**src/rtl/imm_gen_pipe_pkg.sv**
```systemverilog
// Shared encodings for the immediate generator: type codes, unsigned-select bit, occupancy states.
// Imported by imm_decode and imm_gen_pipe so no block hard-codes these values.
package imm_gen_pipe_pkg;

    localparam int IMM_TYPE_W  = 3;
    localparam int IMM_UNS_BIT = 3;

    localparam logic [IMM_TYPE_W-1:0] IMM_TYPE_NONE = 3'd0;
    localparam logic [IMM_TYPE_W-1:0] IMM_TYPE1     = 3'd1;  // U
    localparam logic [IMM_TYPE_W-1:0] IMM_TYPE2     = 3'd2;  // J
    localparam logic [IMM_TYPE_W-1:0] IMM_TYPE3     = 3'd3;  // I
    localparam logic [IMM_TYPE_W-1:0] IMM_TYPE4     = 3'd4;  // B
    localparam logic [IMM_TYPE_W-1:0] IMM_TYPE5     = 3'd5;  // S
    localparam logic [IMM_TYPE_W-1:0] IMM_TYPE6     = 3'd6;  // shift amount
    localparam logic [IMM_TYPE_W-1:0] IMM_TYPE_RSVD = 3'd7;

    typedef enum logic [1:0] {
        ST_EMPTY = 2'd0,
        ST_ONE   = 2'd1,
        ST_FULL  = 2'd2
    } occ_e;

endpackage

```
**src/rtl/imm_gen_pipe_decode.sv**
```systemverilog
// Purpose: combinational RISC-V immediate extraction and sign/zero extension to XLEN.
// Latency: 0 cycles. Backpressure: none, pure logic. Optional illegal flag under IMM_ILLEGAL_CHECK_EN.
module imm_decode
    import imm_gen_pipe_pkg::*;
#(
    parameter int XLEN = 32
) (
    input  logic [31:0]     inst,
    input  logic [3:0]      imm_sel,
    output logic [XLEN-1:0] imm
`ifdef IMM_ILLEGAL_CHECK_EN
    ,
    output logic            illegal
`endif
);

    logic [IMM_TYPE_W-1:0] imm_type;
    logic                  sgn;
    logic [63:0]           wide;
    logic                  unused_bits;

    assign imm_type = imm_sel[IMM_TYPE_W-1:0];
    // Every signed type has its MSB at inst[31].
    assign sgn      = inst[31] & ~imm_sel[IMM_UNS_BIT];

    always_comb begin
        wide = '0;
        case (imm_type)
            IMM_TYPE1: wide = {{32{sgn}}, inst[31:12], 12'b0};
            IMM_TYPE2: wide = {{43{sgn}}, inst[31], inst[19:12], inst[20], inst[30:21], 1'b0};
            IMM_TYPE3: wide = {{52{sgn}}, inst[31:20]};
            IMM_TYPE4: wide = {{51{sgn}}, inst[31], inst[7], inst[30:25], inst[11:8], 1'b0};
            IMM_TYPE5: wide = {{52{sgn}}, inst[31:25], inst[11:7]};
            IMM_TYPE6: wide = {58'b0, (XLEN == 64) && inst[25], inst[24:20]};
            default:   wide = '0;
        endcase
    end

    assign imm         = wide[XLEN-1:0];
    assign unused_bits = ^{inst[6:0], wide};

`ifdef IMM_ILLEGAL_CHECK_EN
    assign illegal = (imm_type == IMM_TYPE_NONE) || (imm_type == IMM_TYPE_RSVD) ||
                     ((XLEN == 32) && (imm_type == IMM_TYPE6) && inst[25]);
`endif

endmodule

```
**src/rtl/imm_gen_pipe.sv**
```systemverilog
// Purpose: immediate generator behind a 2-entry skid FIFO; optional illegal output via IMM_ILLEGAL_CHECK_EN.
// Latency: 1 cycle from accept to out_valid when empty. Backpressure: in_ready = !FULL, registered only.
// Flush and reset empty the FIFO; reset also zeroes all stored entries.
module imm_gen_pipe
    import imm_gen_pipe_pkg::*;
#(
    parameter int XLEN  = 32,
    parameter int TAG_W = 32
) (
    input  logic             clk,
    input  logic             reset,
    input  logic             flush,
    input  logic             in_valid,
    output logic             in_ready,
    input  logic [31:0]      inst,
    input  logic [3:0]       imm_sel,
    input  logic [TAG_W-1:0] tag_in,
    output logic             out_valid,
    input  logic             out_ready,
    output logic [XLEN-1:0]  imm_ext,
    output logic [TAG_W-1:0] tag_out
`ifdef IMM_ILLEGAL_CHECK_EN
    ,
    output logic             illegal
`endif
);

    // Entry layout: {illegal, tag, imm}
    localparam int EW = XLEN + TAG_W + 1;

    occ_e            state_q, state_d;
    logic [EW-1:0]   head_q, head_d;
    logic [EW-1:0]   skid_q, skid_d;
    logic [EW-1:0]   new_ent;
    logic [XLEN-1:0] dec_imm;
    logic            dec_ill;
    logic            acc;
    logic            con;

    imm_decode #(.XLEN(XLEN)) u_dec (
        .inst    (inst),
        .imm_sel (imm_sel)
`ifdef IMM_ILLEGAL_CHECK_EN
        ,
        .illegal (dec_ill)
`endif
        ,
        .imm     (dec_imm)
    );

`ifndef IMM_ILLEGAL_CHECK_EN
    assign dec_ill = 1'b0;
`endif

    assign new_ent   = {dec_ill, tag_in, dec_imm};
    assign in_ready  = (state_q != ST_FULL);
    assign out_valid = (state_q != ST_EMPTY);
    assign acc       = in_valid && in_ready;
    assign con       = out_valid && out_ready;

    always_comb begin
        state_d = state_q;
        head_d  = head_q;
        skid_d  = skid_q;
        if (flush) begin
            state_d = ST_EMPTY;
        end else begin
            case (state_q)
                ST_EMPTY: begin
                    if (acc) begin
                        head_d  = new_ent;
                        state_d = ST_ONE;
                    end
                end
                ST_ONE: begin
                    if (acc && con) begin
                        head_d = new_ent;
                    end else if (acc) begin
                        skid_d  = new_ent;
                        state_d = ST_FULL;
                    end else if (con) begin
                        state_d = ST_EMPTY;
                    end
                end
                ST_FULL: begin
                    // in_ready is low here, so only a consume can move the state.
                    if (con) begin
                        head_d  = skid_q;
                        state_d = ST_ONE;
                    end
                end
                default: state_d = ST_EMPTY;
            endcase
        end
    end

    always_ff @(posedge clk) begin
        if (reset) begin
            state_q <= ST_EMPTY;
            head_q  <= '0;
            skid_q  <= '0;
        end else begin
            state_q <= state_d;
            head_q  <= head_d;
            skid_q  <= skid_d;
        end
    end

    assign imm_ext = head_q[XLEN-1:0];
    assign tag_out = head_q[XLEN +: TAG_W];

`ifdef IMM_ILLEGAL_CHECK_EN
    assign illegal = head_q[EW-1];
`else
    logic unused_ill;
    assign unused_ill = head_q[EW-1];
`endif

endmodule

```
**config.mk**
```make
export PLATFORM = sky130hd
export DESIGN_NAME = imm_gen_pipe
export DESIGN_NICKNAME = d
export VERILOG_FILES = /design/src/rtl/imm_gen_pipe_pkg.sv /design/src/rtl/imm_gen_pipe_decode.sv /design/src/rtl/imm_gen_pipe.sv
export SDC_FILE = /design/constraint.sdc
export NUM_CORES = 1
export LEC_CHECK = 0
export BUFFER_PORTS_ARGS = -buffer_cell sky130_fd_sc_hd__buf_2
export CORE_MARGIN = 1.5
export CORE_UTILIZATION = 55
export CTS_CLUSTER_SIZE = 20
export DETAILED_ROUTE_END_ITERATION = 8
export GPL_TIMING_DRIVEN = 1
export PLACE_DENSITY = 0.81
export SLEW_MARGIN = 20
export SYNTH_ARGS = -nofsm -noshare
export SYNTH_HDL_FRONTEND = slang
export SYNTH_SLANG_ARGS = --single-unit
export TNS_END_PERCENT = 20
```
**constraint.sdc**
```tcl
create_clock -name clk -period 2.5 [get_ports clk]
set_input_delay 0.25 -clock clk [delete_from_list [all_inputs] [get_ports clk]]
set_output_delay 0.25 -clock clk [all_outputs]
set_load 0.02 [all_outputs]
```
==> out/qor.txt, run 1 <==
Avg Synthesized Cell Area -> 8.28 sq um
Mapped Cells -> 723
Lkg Pwr -> 2.86 nW
Most frequent cells in the layout -> nand2_1 (155), dfxtp_1 (130), buf_2 (130), a21oi_1 (113), nor2_1 (38)
Seq/Total Area, Yosys -> 43.5%
Synth unique cells -> 49
Clock buffer depth -> 2
Worst Path Max Fanout -> 32
Htree depth -> 4
Multi-input logic area -> 3030 sq um
Share of layout cells above drive strength 1 -> 23.6%
Vias in the first global route -> 5,737
CTS root buffer -> clkbuf_8
Syn nets -> 796
Yosys reg bits -> 130
Relative slew slack -> 49.1%
Layout Skew -> 5.70 ps
WS Path Type -> reg -> out
Tot GR Track Use -> 29.4%
Syn-to-layout area delta -> 25.5%
Die Ht -> 107 um
Post-layout nets -> 921
Routed WL -> 16.7 mm
I/O Buffers -> 131
Final Setup Violations -> 0
Hold_ws -> 16.1 ps
Antenna Nets Post-Route -> 0
Setup_tns -> 0 ps
DR iter-0 viols -> 536
Async S/R FF share, synth -> 0%
Hold Path Class -> in -> reg
Pre-CTS setup slack -> 517 ps
Die width -> 107 um
Data required, critical path -> 2250 ps
First-pass GRT wire length -> 27.1 mm
Number of iterations in the first detailed-routing pass -> 7
IO Pins -> 139
Register Area -> 2600 sq um
Max cap viols -> 0
Cts bufs inserted -> 17
Reg clk slew, reported paths -> 60 ps
Outcome -> completed
Filler Cell Count -> 787
Post-route setup slack -> 279 ps
Routed vias -> 6,081
Core ar. -> 10,500 sq um
CP arrival -> 1970 ps
Crit. End Element -> output port
CP startpoint kind -> flop
Pwr/cell area -> 676 nW/um^2
Routed vias/inst -> 6.10
Synth Warn # -> 0
# diodes -> 0
Most common cell after layout, fill and taps aside -> nand2_1
Site row count -> 37
Overflow after GRT -> 0
Antenna violations before repair -> 0
Min cycle time layout -> 2220 ps
RePlAce Congestion -> 0.816
Worst Max-Slew Pin Slew -> 758 ps
WL/cell -> 16.7 um
Final hold violations -> 0
Post-synth EDFFs -> 0
Design Power -> 5.08 mW
Max VDD drop -> 0.416 mV
Ys flop type -> dfxtp_1
Largest net degree at the start of global routing -> 66
Starting Density -> 57.2%
Final Cycle Share -> 88.8%
# DRC -> 0
Clk_lat worst skew -> 530 ps
RSZ-0062 raised after global routing -> no
Die ar. -> 11,500 sq um
CTS tree -> yes
Max-slew violations -> 0
DPL Wire Length -> 10.2 mm
Fmax -> 450 MHz
Synth Cell Area -> 5980 sq um
CTS Sinks -> 130
-- cell type report --
cell class / instances / area share [%]
Multi-Input combinational cell: 516 / 40.4
Clock buffer: 23 / 6.08
Sequential cell: 130 / 34.7
Clock inverter: 9 / 1.10
Tap cell: 136 / 2.27
Inverter: 4 / 0.233
Timing Repair Buffer: 179 / 15.3
-- path summary, 6_finish.rpt --
kind / from / endpoint / slack (ps) / cells after the start
worst max-delay path: state_q[0] / in_ready / 280 / 4
worst min-delay path: inst[26] / skid_q[6] / 20 / 3
worst max register to register: state_q[0] / head_q[43] / 490 / 5
worst min register to register: skid_q[33] / skid_q[33] / 460 / 2
-- sequential cells by signal, indices dropped and copies added, names as in the netlist --
name and count:
state_q 2, skid_q 64, head_q 64
-- logic make-up (layout without fill, tap and decap cells) --
logic type	Yosys count	after routing	synth area share [%]
flip-flops	130	130	43.5
AND/OR/NAND/NOR	262	262	19.7
AO/OA/AOI/OAI	250	250	29.9
multiplexers	3	3	0.502
buffers and inverters	77	215	6.17
XOR/XNOR	1	1	0.146
-- worst max-delay path: stages (launching register included) --
cell,delay (ps)
dfxtp_1,490
nor2b_4,90
inv_4,270
buf_4,350
buf_2,230
-- synth_stat cells (2+ instances only) --
| cell type | n | share of area, % |
|---|---|---|
| nand2_1 | 155 | 9.7 |
| dfxtp_1 | 130 | 43 |
| a21oi_1 | 113 | 9.5 |
| nor2_1 | 39 | 2.4 |
| clkbuf_1 | 34 | 2.1 |
| buf_2 | 28 | 2.3 |
| a311oi_1 | 25 | 3.7 |
| nand2b_1 | 24 | 2.5 |
| a311oi_2 | 22 | 5.5 |
| o22ai_1 | 18 | 1.9 |
| o21ai_0 | 16 | 1.3 |
| nand3_1 | 14 | 1.2 |
| nand3b_1 | 11 | 1.4 |
| o2111ai_1 | 11 | 1.6 |
| a211oi_1 | 7 | 0.88 |
| a31oi_1 | 7 | 0.73 |
| o32ai_1 | 7 | 1.0 |
| a32oi_1 | 5 | 0.73 |
| a2111o_1 | 4 | 0.75 |
| buf_4 | 4 | 0.50 |
| buf_6 | 4 | 0.75 |
| nor3_1 | 4 | 0.33 |
| a2111oi_0 | 3 | 0.44 |
| a31o_1 | 3 | 0.44 |
| buf_1 | 3 | 0.19 |
| mux2i_1 | 3 | 0.50 |
| nand4bb_1 | 3 | 0.56 |
| inv_1 | 2 | 0.13 |
| inv_2 | 2 | 0.13 |
| nor2b_1 | 2 | 0.21 |
| o211ai_1 | 2 | 0.25 |
-- timing repair --
| action | in CTS | in global routing |
|---|---|---|
| endpoints found under the hold margin | 49 | 0 |
| gates resized for setup | 0 | 2 |
| endpoints found under the setup margin | 0 | 1 |
| buffers inserted | 0 | 0 |
| hold buffers | 37 | 0 |
-- layer usage --
metal	up-vias	global-route usage, %	part of all wire (%)
li1	2873	-	-
met1	2903	36.6	42
met2	267	49.3	49
met3	38	6.17	6.2
met4	0	12.2	2.5
met5	-	0	0
-- through the flow --
stage,cells,utilization (%),cell area (sq um)
final,997,71.8,7510
after detailed placement,928,63.1,6600
after CTS,997,71.8,7510
after global routing,997,71.8,7510
after floorplan,723,-,5980
after global placement,928,63.1,6600
-- power by group --
| part | total (mW) | switching (mW) | internal (mW) |
|---|---|---|---|
| clock | 2.24 | 0.874 | 1.37 |
| combinational | 0.656 | 0.403 | 0.253 |
| sequential | 2.18 | 0.0390 | 2.14 |
(Power assumes the default switching activity.)
==> run 2: changes to the inputs <==
ABC_AREA = 1   (was not set)
CELL_PAD_IN_SITES_DETAIL_PLACEMENT = 1   (was not set)
CELL_PAD_IN_SITES_GLOBAL_PLACEMENT = 1   (was not set)
CORE_UTILIZATION = 40   (was 55)
PLACE_DENSITY = not set   (was 0.81)
PLACE_DENSITY_LB_ADDON = 0.1   (was not set)
==> run 2 against run 1 <==
First-iteration DRC count down 49%; clock power up 17%; combinational power is 4.7% higher; critical path type unchanged; fmax is 6.4% higher; design area fell by 0.58%; flip-flop and latch count unchanged; die area rose by 39%; routed wire length increased by 4.6%; area after synthesis increased by 1.6%; largest cell class unchanged.
==> out/qor.txt, run 2 <==
CTS root buffer -> clkbuf_16 (was clkbuf_8)
Lkg Pwr -> 3.64 nW (was 2.86 nW)
Met1 usage -> 29.6% (was 36.6%)
Util after Layout -> 50.8% (was 71.8%)
Post-layout nets -> 1,129 (was 921)
RePlAce Congestion -> 0.801 (was 0.816)
Flop-to-flop setup slack -> 530 ps (was 490 ps)
Synth Warn # -> 0 (unchanged)
WL/cell -> 13.9 um (was 16.7 um)
Overflow after GRT -> 0 (unchanged)
Most Crowded Layer GR -> met2 (unchanged)
Clk pwr share -> 47.4% (was 44.1%)
Top Registers -> head_q: 64 flops, skid_q: 64 flops, state_q: 2 flops (unchanged)
Syn nets -> 1,026 (was 796)
Worst Max-Slew Pin Slew -> 717 ps (was 758 ps)
Most common cell after layout, fill and taps aside -> nand2_1 (unchanged)
Crit. End Element -> output port (unchanged)
Design Power -> 5.50 mW (was 5.08 mW)
Antenna Nets Post-Route -> 0 (unchanged)
Final Cycle Share -> 83.5% (was 88.8%)
WS Path Type -> reg -> out (unchanged)
Ys flop type -> dfxtp_1 (unchanged)
Post-synth EDFFs -> 0 (unchanged)
Hold Path Class -> in -> reg (unchanged)
Die width -> 126 um (was 107 um)
Share of layout cells above drive strength 1 -> 17.5% (was 23.6%)
Grt met2 use -> 37.7% (was 49.3%)
Routed vias -> 6,223 (was 6,081)
CTS tree -> yes (unchanged)
Antenna violations before repair -> 0 (unchanged)
Most frequent cells in the layout -> nand2_1 (238), nor2_1 (136), buf_2 (131), dfxtp_1 (130), inv_1 (119) (was nand2_1 (155), dfxtp_1 (130), buf_2 (130), a21oi_1 (113), nor2_1 (38))
Syn-to-layout area delta -> 22.8% (was 25.5%)
Setup_tns -> 0 ps (unchanged)
CTS Sinks -> 130 (unchanged)
# DRC -> 0 (unchanged)
Die ar. -> 15,900 sq um (was 11,500 sq um)
Yosys reg bits -> 130 (unchanged)
Non-filler cells, final -> 1,253 (was 997)
Routed vias/inst -> 4.97 (was 6.10)
DR iter-0 viols -> 271 (was 536)
Synth unique cells -> 20 (was 49)
Final instance area -> 7470 sq um (was 7510 sq um)
RSZ-0062 raised after global routing -> no (unchanged)
Sw power -> 1.41 mW (was 1.32 mW)
Int Pwr -> 4.09 mW (was 3.76 mW)
Mapped Cells -> 953 (was 723)
Worst Path Max Fanout -> 40 (was 32)
DPL Wire Length -> 11.4 mm (was 10.2 mm)
# placed instances -> 1,221 (was 928)
Avg Synthesized Cell Area -> 6.38 sq um (was 8.28 sq um)
Cts bufs inserted -> 17 (unchanged)
Post-CTS setup buffers -> 0 (unchanged)
Number of iterations in the first detailed-routing pass -> 4 (was 7)
Layout Skew -> 6.03 ps (was 5.70 ps)
Hold_ws -> 16.4 ps (was 16.1 ps)
Final Setup Violations -> 0 (unchanged)
CP arrival -> 1840 ps (was 1970 ps)
Switching share of total power -> 25.7% (was 25.9%)
First-pass GRT wire length -> 29.2 mm (was 27.1 mm)
Pwr/cell area -> 737 nW/um^2 (was 676 nW/um^2)
Sequential power share -> 40.1% (was 43.0%)
Post-route setup slack -> 413 ps (was 279 ps)
Share of Yosys cell area claimed by the top area cell type -> 42.8% (was 43.5%)
Pre-CTS setup slack -> 586 ps (was 517 ps)
Max VDD drop -> 0.445 mV (was 0.416 mV)
Seq/Total Area, Yosys -> 42.8% (was 43.5%)
Placed cell area -> 6840 sq um (was 6600 sq um)
CTS resizes -> 0 (unchanged)
Data required, critical path -> 2250 ps (about the same)
Async S/R FF share, synth -> 0% (unchanged)
Core ar. -> 14,700 sq um (was 10,500 sq um)
Max cap viols -> 0 (unchanged)
Die Ht -> 126 um (was 107 um)
CP startpoint kind -> flop (unchanged)
Post-synth top area cell -> dfxtp_1 (unchanged)
Min cycle time layout -> 2090 ps (was 2220 ps)
# hold bufs at CTS -> 0 (was 37)
# diodes -> 0 (unchanged)
Clk_lat worst skew -> 410 ps (was 530 ps)
Vias in the first global route -> 6,052 (was 5,737)
Outcome -> completed (unchanged)
Reg clk slew, reported paths -> 60 ps (about the same)
Site row count -> 44 (was 37)
Relative slew slack -> 52.1% (was 49.1%)
Largest net degree at the start of global routing -> 69 (was 66)
Top post-synthesis cells by count -> nand2_1 (239), nor2_1 (136), dfxtp_1 (130) (was nand2_1 (155), dfxtp_1 (130), a21oi_1 (113))
Final hold violations -> 0 (unchanged)
Htree depth -> 4 (unchanged)
IO Pins -> 139 (unchanged)
Routed WL -> 17.5 mm (was 16.7 mm)
Met3 GRT Util -> 3.70% (was 6.17%)
Fmax -> 479 MHz (was 450 MHz)
Clock buffer depth -> 2 (unchanged)
Starting Density -> 41.4% (was 57.2%)
Max-slew violations -> 0 (unchanged)
I/O Buffers -> 131 (unchanged)
Most frequent cell after synthesis -> nand2_1 (unchanged)
Tot GR Track Use -> 22.7% (was 29.4%)
Logic pwr share -> 12.5% (was 12.9%)
Synth Cell Area -> 6080 sq um (was 5980 sq um)
Top cells by area, synth -> dfxtp_1 (43%), nand2_1 (15%), nor2_1 (8.4%) (was dfxtp_1 (43%), nand2_1 (9.7%), a21oi_1 (9.5%))
run 2: cell families (layout without fill, tap and decap cells):
family,after synthesis,count (layout),synth area share (%)
buffers and inverters,184,300,12.0
flip-flops,130,130,42.8
AO/OA/AOI/OAI,188,188,15.5
AND/OR/NAND/NOR,451,451,29.7
run 2: path summary, 6_finish.rpt:
kind,start,endpoint,cells past startpoint
worst max-delay path,state_q[0],in_ready,4
worst min register to register,skid_q[57],skid_q[57],2
worst max register to register,state_q[1],head_q[15],10
worst min-delay path,out_ready,state_q[1],2
run 2: critical path, stage by stage (launching register included):
cell and delay (ps):
dfxtp_1 400, inv_2 90, nand2_4 230, buf_4 430
buf_2 240
run 2: layout make-up:
cell class	count	area, sq um
Tap cell	184	230
Inverter	122	458
Timing Repair Buffer	146	793
Sequential cell	130	2600
Clock buffer	22	494
Fill cell	1998	7230
Clock inverter	10	129
Multi-Input combinational cell	639	2760
run 2: routing by layer:
layer / vias up / routed length, um
met4: 0 / 383
met5: - / 0
met1: 2897 / 8480
li1: 3170 / -
met3: 27 / 569
met2: 129 / 8020
run 2: power by group through the flow:
| stage | clock (mW) | sequential, mW | combinational, mW |
|---|---|---|---|
| after floorplan | 0 | 2.34 | 0.359 |
| after global placement | 0 | 2.25 | 0.679 |
| after detailed placement | 0 | 2.25 | 0.689 |
| after CTS | 2.65 | 2.21 | 0.696 |
| after global routing | 2.75 | 2.22 | 0.777 |
| final | 2.61 | 2.21 | 0.687 |
==> run 3: changes to the inputs <==
CORE_UTILIZATION = 37   (was 40)
clock period = 2 ns   (was 2.5 ns; I/O delays follow)
==> run 3 against run 2 <==
Die area rose by 7.9%; via count is 0.95% lower; flip-flop and latch count stayed put; utilization shrank 3.5 points; worst setup slack worse by 270 ps; non-clock buffer count increased by 9; critical path depth unchanged; power grew 19%; register-to-register slack got worse by 250 ps; combinational power increased by 27%; sequential power increased by 25%; critical path type unchanged; highest routed layer unchanged.
==> out/qor.txt, run 3 (synthesized netlist as in run 2, its figures left out) <==
Worst Max-Slew Pin Slew -> 616 ps (was 717 ps)
Logic pwr share -> 13.3% (was 12.5%)
Routed WL -> 17.8 mm (was 17.5 mm)
CP startpoint kind -> flop (unchanged)
Worst path cell trace -> inv_2, nand2_4, buf_12, buf_2 (was inv_2, nand2_4, buf_4, buf_2)
Number of iterations in the first detailed-routing pass -> 4 (unchanged)
Sw power -> 1.84 mW (was 1.41 mW)
Cts bufs inserted -> 17 (unchanged)
Register Area -> 2600 sq um (unchanged)
CP arrival -> 1660 ps (was 1840 ps)
Max cap viols -> 0 (unchanged)
# placed instances -> 1,261 (was 1,221)
Reg clk slew, reported paths -> 60 ps (about the same)
Die width -> 131 um (was 126 um)
Fmax -> 538 MHz
Antenna Nets Post-Route -> 0 (unchanged)
Max-slew violations -> 0 (unchanged)
Most frequent cells in the layout -> nand2_1 (238), nor2_1 (136), buf_2 (131), dfxtp_1 (130), inv_1 (119) (unchanged)
Site row count -> 46 (was 44)
Routed vias/inst -> 4.76 (was 4.97)
Multi-input logic area -> 2760 sq um (unchanged)
Lkg Pwr -> 3.63 nW (was 3.64 nW)
WS Path Type -> reg -> out (unchanged)
DPL Wire Length -> 11.8 mm (was 11.4 mm)
CTS Sinks -> 130 (unchanged)
Routed vias -> 6,164 (was 6,223)
# diodes -> 0 (unchanged)
Slowest CP cell -> dfxtp_1 (was buf_4)
Clk pwr share -> 44.5% (was 47.4%)
Worst Path Max Fanout -> 36 (was 40)
Clk_lat worst skew -> 420 ps (was 410 ps)
Starting Density -> 38.1% (was 41.4%)
Non-filler cells, final -> 1,294 (was 1,253)
Number of buffers and inverters on the critical path -> 3 (unchanged)
Layout Skew -> 7.79 ps (was 6.03 ps)
Delay-heaviest family, CP -> buffers and inverters (unchanged)
RSZ-0062 raised after global routing -> no (unchanged)
Outcome -> completed (unchanged)
Top Registers -> head_q: 64 flops, skid_q: 64 flops, state_q: 2 flops (unchanged)
First-pass GRT wire length -> 29.8 mm (was 29.2 mm)
Min cycle time layout -> 1860 ps
CTS root buffer -> clkbuf_16 (unchanged)
Critical path's largest stage delay -> 390 ps (was 430 ps)
Final hold violations -> 0 (unchanged)
Final Setup Violations -> 0 (unchanged)
Hold Path Class -> in -> reg (unchanged)
Syn-to-layout area delta -> 24.0% (was 22.8%)
Overflow after GRT -> 0 (unchanged)
Clock buffer depth -> 2 (unchanged)
Filler Cell Count -> 2,158 (was 1,998)
Data required, critical path -> 1800 ps (was 2250 ps)
Die Ht -> 131 um (was 126 um)
Sequential power share -> 42.2% (was 40.1%)
Setup_tns -> 0 ps (unchanged)
Share of layout cells above drive strength 1 -> 17.9% (was 17.5%)
CTS tree -> yes (unchanged)
Switching share of total power -> 28.1% (was 25.7%)
Largest net degree at the start of global routing -> 53 (was 69)
Antenna violations before repair -> 0 (unchanged)
Most common cell after layout, fill and taps aside -> nand2_1 (unchanged)
Pwr/cell area -> 869 nW/um^2 (was 737 nW/um^2)
Core ar. -> 15,900 sq um (was 14,700 sq um)
Vias in the first global route -> 6,126 (was 6,052)
Crit. End Element -> output port (unchanged)
Die ar. -> 17,200 sq um (was 15,900 sq um)
CTS resizes -> 0 (unchanged)
RePlAce Congestion -> 0.818 (was 0.801)
Relative slew slack -> 58.9% (was 52.1%)
Htree depth -> 4 (unchanged)
Final Cycle Share -> 92.9%
Max VDD drop -> 0.509 mV (was 0.445 mV)
I/O Buffers -> 131 (unchanged)
IO Pins -> 139 (unchanged)
WL/cell -> 13.7 um (was 13.9 um)
Tot GR Track Use -> 21.3% (was 22.7%)
DR iter-0 viols -> 248 (was 271)
Post-layout nets -> 1,138 (was 1,129)
Int Pwr -> 4.71 mW (was 4.09 mW)
# DRC -> 0 (unchanged)
-- run 3: layout make-up --
cell class / instances / share of cell area [%]
flip-flops and latches: 130 / 34.5
multi-input cells: 639 / 36.6
inverters: 122 / 6.08
repair buffers: 155 / 12.0
clock buffers: 19 / 5.74
well taps: 216 / 3.59
clock inverters: 13 / 1.51
-- run 3: path summary, 6_finish.rpt --
check	start	endpoint	slack, ps	depth (start not counted)
worst min-delay path	inst[28]	skid_q[8]	60	3
worst max register to register	state_q[1]	head_q[25]	280	9
worst max-delay path	state_q[0]	in_ready	140	4
worst min register to register	skid_q[39]	skid_q[39]	450	2
-- run 3: per-layer routing --
metal / track usage [%] / vias up / share of wire (%)
li1: - / 3188 / -
met1: 27.4 / 2848 / 48
met2: 35.9 / 113 / 48
met3: 4.13 / 15 / 3.1
met4: 6.87 / 0 / 1.3
met5: 0 / - / 0
-- run 3: worst reg2reg max path, stage by stage (launching register included) --
cell and delay (ps):
dfxtp_1 460, nor2_1 120, nor2_1 130, nand2_1 110
nand2_2 100, nand2_2 160, buf_12 240, nand2_1 100
nand2_1 50, a21oi_1 160
-- run 3: through the flow --
| stage | power, mW | hold WS, ps | cell area [sq um] | setup slack (ps) | util [%] |
|---|---|---|---|---|---|
| floorplan | 3.37 | 278 | 6080 | 537 | - |
| global placement | 3.68 | 388 | 6980 | 311 | 43.8 |
| detailed placement | 3.69 | 390 | 6980 | 269 | 43.8 |
| CTS | 6.63 | 38.1 | 7540 | 85.9 | 47.3 |
| global route | 6.86 | 54.6 | 7540 | 2.19 | 47.3 |
| finish | 6.55 | 55.4 | 7540 | 143 | 47.3 |
-- run 3: what timing repair did --
item	in CTS	in global routing
hold endpoints to repair	1	0
buffers inserted	0	0
hold buffers	1	0
-- run 3: power groups by stage --
stage / combinational [mW] / sequential (mW) / clock, mW
floorplan: 0.448 / 2.92 / 0
global placement: 0.861 / 2.82 / 0
detailed placement: 0.873 / 2.82 / 0
finish: 0.870 / 2.76 / 2.92
CTS: 0.884 / 2.76 / 2.98
global route: 0.980 / 2.78 / 3.10
